File: src/rtl/pc_pkg.sv
// Shared types and sizing helpers for the fetch-stage PC unit and its branch target buffer.
package pc_pkg;

  localparam int unsigned INSTR_BYTES = 4;

  // 2-bit saturating branch direction counter; the upper bit is the prediction.
  typedef enum logic [1:0] {
    SNT = 2'b00,
    WNT = 2'b01,
    WT  = 2'b10,
    ST  = 2'b11
  } ctr_e;

  function automatic int unsigned btb_idx_w(input int unsigned entries);
    return $clog2(entries);
  endfunction

  function automatic int unsigned btb_tag_w(input int unsigned xlen, input int unsigned entries);
    return xlen - $clog2(entries) - 2;
  endfunction

endpackage

File: src/rtl/btb.sv
// Direct-mapped branch target buffer: one combinational lookup port, one training port from EX.
module btb
  import pc_pkg::*;
#(
  parameter int unsigned XLEN    = 32,
  parameter int unsigned ENTRIES = 16
) (
  input  logic            clk,
  input  logic            rst,
  input  logic [XLEN-1:0] lookup_pc,
  output logic            pred_taken,
  output logic [XLEN-1:0] pred_target,
  input  logic            upd_valid,
  input  logic [XLEN-1:0] upd_pc,
  input  logic [XLEN-1:0] upd_target,
  input  logic            upd_taken
);

  localparam int unsigned IdxW = btb_idx_w(ENTRIES);
  localparam int unsigned TagW = btb_tag_w(XLEN, ENTRIES);

  typedef struct packed {
    logic            valid;
    logic [TagW-1:0] tag;
    logic [XLEN-1:0] target;
    ctr_e            ctr;
  } btb_entry_t;

  btb_entry_t      entries_q [ENTRIES];
  btb_entry_t      lk_entry;
  btb_entry_t      up_entry;
  btb_entry_t      up_entry_d;
  logic [IdxW-1:0] lk_idx;
  logic [IdxW-1:0] up_idx;
  logic [TagW-1:0] lk_tag;
  logic [TagW-1:0] up_tag;
  logic            up_hit;
  logic            up_we;

  assign lk_idx   = lookup_pc[IdxW+1:2];
  assign lk_tag   = lookup_pc[XLEN-1:IdxW+2];
  assign up_idx   = upd_pc[IdxW+1:2];
  assign up_tag   = upd_pc[XLEN-1:IdxW+2];
  assign lk_entry = entries_q[lk_idx];
  assign up_entry = entries_q[up_idx];
  assign up_hit   = up_entry.valid && (up_entry.tag == up_tag);

  always_comb begin
    pred_taken  = lk_entry.valid && (lk_entry.tag == lk_tag) && lk_entry.ctr[1];
    pred_target = pred_taken ? lk_entry.target : '0;
  end

  always_comb begin
    up_we      = 1'b0;
    up_entry_d = up_entry;
    if (upd_valid) begin
      if (up_hit) begin
        up_we = 1'b1;
        if (upd_taken) begin
          up_entry_d.ctr    = (up_entry.ctr == ST) ? ST : ctr_e'(up_entry.ctr + 2'd1);
          up_entry_d.target = {upd_target[XLEN-1:2], 2'b00};
        end else begin
          up_entry_d.ctr = (up_entry.ctr == SNT) ? SNT : ctr_e'(up_entry.ctr - 2'd1);
        end
      end else if (upd_taken) begin
        // Miss on a taken branch replaces whatever aliased into this slot.
        up_we             = 1'b1;
        up_entry_d.valid  = 1'b1;
        up_entry_d.tag    = up_tag;
        up_entry_d.target = {upd_target[XLEN-1:2], 2'b00};
        up_entry_d.ctr    = WT;
      end
    end
  end

  always_ff @(posedge clk or posedge rst) begin
    if (rst) begin
      for (int unsigned i = 0; i < ENTRIES; i++) begin
        entries_q[i] <= '0;
      end
    end else if (up_we) begin
      entries_q[up_idx] <= up_entry_d;
    end
  end

  logic unused_lsbs;
  assign unused_lsbs = ^{lookup_pc[1:0], upd_pc[1:0], upd_target[1:0]};

endmodule

File: src/rtl/pc_unit.sv
// Fetch-stage program counter: PC register, fixed-priority next-PC select and BTB prediction.
module pc_unit
  import pc_pkg::*;
#(
  parameter int unsigned     XLEN         = 32,
  parameter logic [XLEN-1:0] RESET_VECTOR = 32'hBFC00000,
  parameter int unsigned     BTB_ENTRIES  = 16
) (
  input  logic            clk,
  input  logic            rst,
  input  logic            stall,
  input  logic            redirect,
  input  logic [XLEN-1:0] redirect_PC,
  input  logic            trap,
  input  logic [XLEN-1:0] trap_vector,
  input  logic            upd_valid,
  input  logic [XLEN-1:0] upd_PC,
  input  logic [XLEN-1:0] upd_target,
  input  logic            upd_taken,
  output logic [XLEN-1:0] PC_out,
  output logic [XLEN-1:0] incPC,
  output logic            pred_taken,
  output logic [XLEN-1:0] pred_target
);

  logic [XLEN-1:0] pc_q;
  logic [XLEN-1:0] pc_d;

  assign PC_out = pc_q;
  assign incPC  = pc_q + XLEN'(INSTR_BYTES);

  btb #(
    .XLEN    (XLEN),
    .ENTRIES (BTB_ENTRIES)
  ) u_btb (
    .clk         (clk),
    .rst         (rst),
    .lookup_pc   (pc_q),
    .pred_taken  (pred_taken),
    .pred_target (pred_target),
    .upd_valid   (upd_valid),
    .upd_pc      (upd_PC),
    .upd_target  (upd_target),
    .upd_taken   (upd_taken)
  );

  always_comb begin
    pc_d = incPC;
    if (trap) begin
      pc_d = {trap_vector[XLEN-1:2], 2'b00};
    end else if (redirect) begin
      pc_d = {redirect_PC[XLEN-1:2], 2'b00};
    end else if (stall) begin
      pc_d = pc_q;
    end else if (pred_taken) begin
      pc_d = pred_target;
    end
  end

  always_ff @(posedge clk or posedge rst) begin
    if (rst) begin
      pc_q <= {RESET_VECTOR[XLEN-1:2], 2'b00};
    end else begin
      pc_q <= pc_d;
    end
  end

  logic unused_lsbs;
  assign unused_lsbs = ^{trap_vector[1:0], redirect_PC[1:0]};

endmodule
File: config.mk
export PLATFORM = sky130hd
export DESIGN_NAME = pc_unit
export DESIGN_NICKNAME = d
export VERILOG_FILES = /design/src/rtl/pc_pkg.sv /design/src/rtl/btb.sv /design/src/rtl/pc_unit.sv
export SDC_FILE = /design/constraint.sdc
export NUM_CORES = 2
export LEC_CHECK = 0
export BUFFER_PORTS_ARGS = -buffer_cell sky130_fd_sc_hd__clkbuf_2
export CAP_MARGIN = 20
export CORE_MARGIN = 2
export CORE_UTILIZATION = 55
export DETAILED_ROUTE_END_ITERATION = 6
export GPL_ROUTABILITY_DRIVEN = 0
export MAX_ROUTING_LAYER = met4
export PLACE_DENSITY = 0.7
export SLEW_MARGIN = 30
export SYNTH_ARGS = -nofsm -noshare
export SYNTH_HDL_FRONTEND = slang
export SYNTH_SLANG_ARGS = --single-unit
File: constraint.sdc
create_clock -name clk -period 37.1 [get_ports clk]
set_input_delay 5.565 -clock clk [delete_from_list [all_inputs] [get_ports clk]]
set_output_delay 5.565 -clock clk [all_outputs]
set_load 0.05 [all_outputs]
==> flow_summary.ini <==
[synth]
synth_compound_area_frac = 0.0339
synth_top_area_cell = dfrtp_1
syn_area_mm2 = 0.0565
yosys.area_share.simple = 0.0382
synth_top_family_by_area = multiplexers
synth_area_leaders = dfrtp_1, mux4_2, mux2_2
synth_edf_count = 0
synth_xor_area_frac = 0.0118
async_flop_share = 1.00
synth_flop_cell = dfrtp_1
synthMuxAreaShare = 0.436
synthesis.nets = 3987
ys_warn_count = 0
netlist_instances = 3851
synth_cell_type_count = 75
ys_seq_elements = 1008
synth_area_per_cell_um2 = 14.7
synth_top_area_share = 0.442
synth_fa_ha_area_frac = 0.000221
ys_seq_area_frac = 0.446

[hold_path]
worstHoldStart = u_btb.entries_q[975]$_DFFE_PP0P_
hold-path-endpoint = u_btb.entries_q[975]$_DFFE_PP0P_
holdPathStages = 1
hold_class = reg2reg

[cts]
clkLatencyLatePin_ns = 0.71
ctsHoldBuffers = 0
clock_path_buffers = 3
cts_root_buf = clkbuf_16
htree_levels = 3
cts_resized = 0
cts_setup_buffers = 0
path_clk_slew_ns = 0.06
cts-buffers-inserted = 108
clock_sinks = 1008
cts_tree = done

[routing]
drc_errors = 4
vias_per_cell = 7.02
drt-initial-drc-count = 4383
drtPass1Iterations = 7
num_vias = 37800
avgRoutedWirePerCell_um = 32.6
detail-route-antenna-nets = 0
routed_wl_mm = 176

[placed_design]
numPortBuffers = 223
dp_cells = 5171
place_hpwl_mm = 108

[floorplanning]
fp-row-count = 117
core_area_mm2 = 0.102
die_w_um = 325
die_y_um = 325
num_io_pins = 232
start_util = 0.555
dieArea_mm2 = 0.105

[run_status]
status = complete, but fails checks
violations = DRC

[cells_and_area]
nFillCells = 7869
mostFrequentLayoutCells = dfrtp_1, mux2_2, mux4_2, clkbuf_2, mux2i_1
fin_cells = 5381
layout_commonest_cell = dfrtp_1
multi_input_area_mm2 = 0.0295
syn2layout_area_growth_pct = 10.4
regArea_mm2 = 0.0252
fin_nets = 4051
drive_above_1_share = 0.517
final_util = 0.613

[pwr]
p_leak_nw = 27.5
power.density_mw_per_mm2 = 51.8
vdd_ir_drop_max_mv = 0.0390

[worst_setup_path]
reg2reg_slack_ns = 29.82
worst_r2r_endpoint = PC_out[2]$_DFFE_PP0P_
path_max_fanout = 59
critical_path_required_ns = 37.69
crit_arrival_ns = 13.81
start_kind = primary input
worst_r2r_startpoint = PC_out[3]$_DFFE_PP0P_
crit_path_end_kind = flip-flop
crit_type = in2reg
reg2reg_depth = 13

[grt]
grt_overflow_total = 0
grtUsageMet2 = 0.502
track_usage = 0.344
grt_pass1_vias = 38000
busiest_layer = met2
grtUsageMet3 = 0.0825
grt_start_max_net_pins = 159
antenna_found_initial = 7
grt_first_pass_wirelength_mm = 261
grt_util_met1 = 0.475

[timing]
setup_viol = 0
fmax_mhz = 75.6
rsz0062_at_grt = false
min_period_ns = 13.22
slew_headroom = 0.301
slew_viol_final = 0
tightest_slew_ns = 1.05
skew_ns = 0.0314
final.setup.tns_ns = 0
hold_viol = 0
min_period_over_period = 0.356

[run]
max-cap-violations = 0
[critical path: stages]
cell	delay (ns)
buf_8	0.49
buf_4	0.71
buf_4	0.77
buf_4	0.63
mux4_2	0.59
mux2_2	0.30
mux2i_1	0.18
a21boi_0	0.33
nand4_1	0.18
a2111oi_2	0.79
a21oi_4	0.08
buf_4	0.30
nor3_4	0.81
buf_4	0.68
buf_4	0.74
mux2_2	0.42
[routing by layer]
metal | vias up | wire, um
met1 | 20300 | 70900
met4 | 0 | 7340
li1 | 15000 | -
met2 | 2085 | 79800
met3 | 400 | 17600
met5 | - | 0
[report_power, final]
part	total (mW)	internal (mW)	switching (mW)
combinational	0.711	0.352	0.359
clock	1.13	0.668	0.462
sequential	1.39	1.26	0.132
[stage by stage]
stage | hold slack [ns] | instance area, um2 | power (mW) | setup WS [ns]
floorplan | 0.449 | 56500 | 1.89 | 3.19
global placement | 0.474 | 58500 | 2.08 | 23.13
detailed placement | 0.479 | 58600 | 2.10 | 23.19
CTS | 0.498 | 62300 | 3.23 | 23.92
global route | 0.517 | 62400 | 3.35 | 23.54
finish | 0.503 | 62400 | 3.23 | 23.88
[registers in the layout, indices dropped and copies added (netlist names)]
register         flops
u_btb.entries_q    976
PC_out              32
[cell type report]
class                      count  share of cell area
timing repair buffer         318              0.0323
tap                         1368              0.0274
clock buffer                 164              0.0517
multi-input combinational   2433               0.473
inverter                      46             0.00297
clock inverter                37             0.00798
sequential                  1008               0.404
antenna                        7            0.000281
[cell families after synthesis]
kind of cell | after synthesis
mux | 1675
buf+inv | 410
xor+xnor | 76
fa+ha+maj | 1
simple gates | 408
flops | 1008
compound gates | 273
[synthesized netlist by cell type (all sizes together), types with 14 or more instances]
| cell type | number |
|---|---|
| a21oi | 63 |
| a22oi | 19 |
| and2 | 40 |
| buf | 196 |
| clkbuf | 168 |
| dfrtp | 999 |
| inv | 43 |
| mux2 | 1001 |
| mux2i | 144 |
| mux4 | 530 |
| nand2 | 113 |
| nand3 | 33 |
| nor2 | 80 |
| nor2b | 14 |
| nor3 | 48 |
| o211ai | 14 |
| o21ai | 46 |
| o221a | 16 |
| o221ai | 25 |
| o22ai | 18 |
| or2 | 18 |
| xnor2 | 63 |
[worst max path at each step]
| stage | slack [ns] | start | to | cells after the start |
|---|---|---|---|---|
| 3_5_place_dp | 23.19 | upd_PC[2] | u_btb.entries_q[533]$_DFFE_PP0P_ | 16 |
| 6_report | 23.88 | upd_PC[2] | u_btb.entries_q[530]$_DFFE_PP0P_ | 16 |
| 3_3_place_gp | 23.13 | upd_PC[2] | u_btb.entries_q[449]$_DFFE_PP0P_ | 16 |
| 5_1_grt | 23.54 | upd_PC[2] | u_btb.entries_q[530]$_DFFE_PP0P_ | 16 |
| 4_1_cts | 23.92 | upd_PC[2] | u_btb.entries_q[530]$_DFFE_PP0P_ | 16 |
| 2_1_floorplan | 3.19 | rst | PC_out[0]$_DFFE_PP0P_ | 1 |
Power figures use the tool's default switching activity.
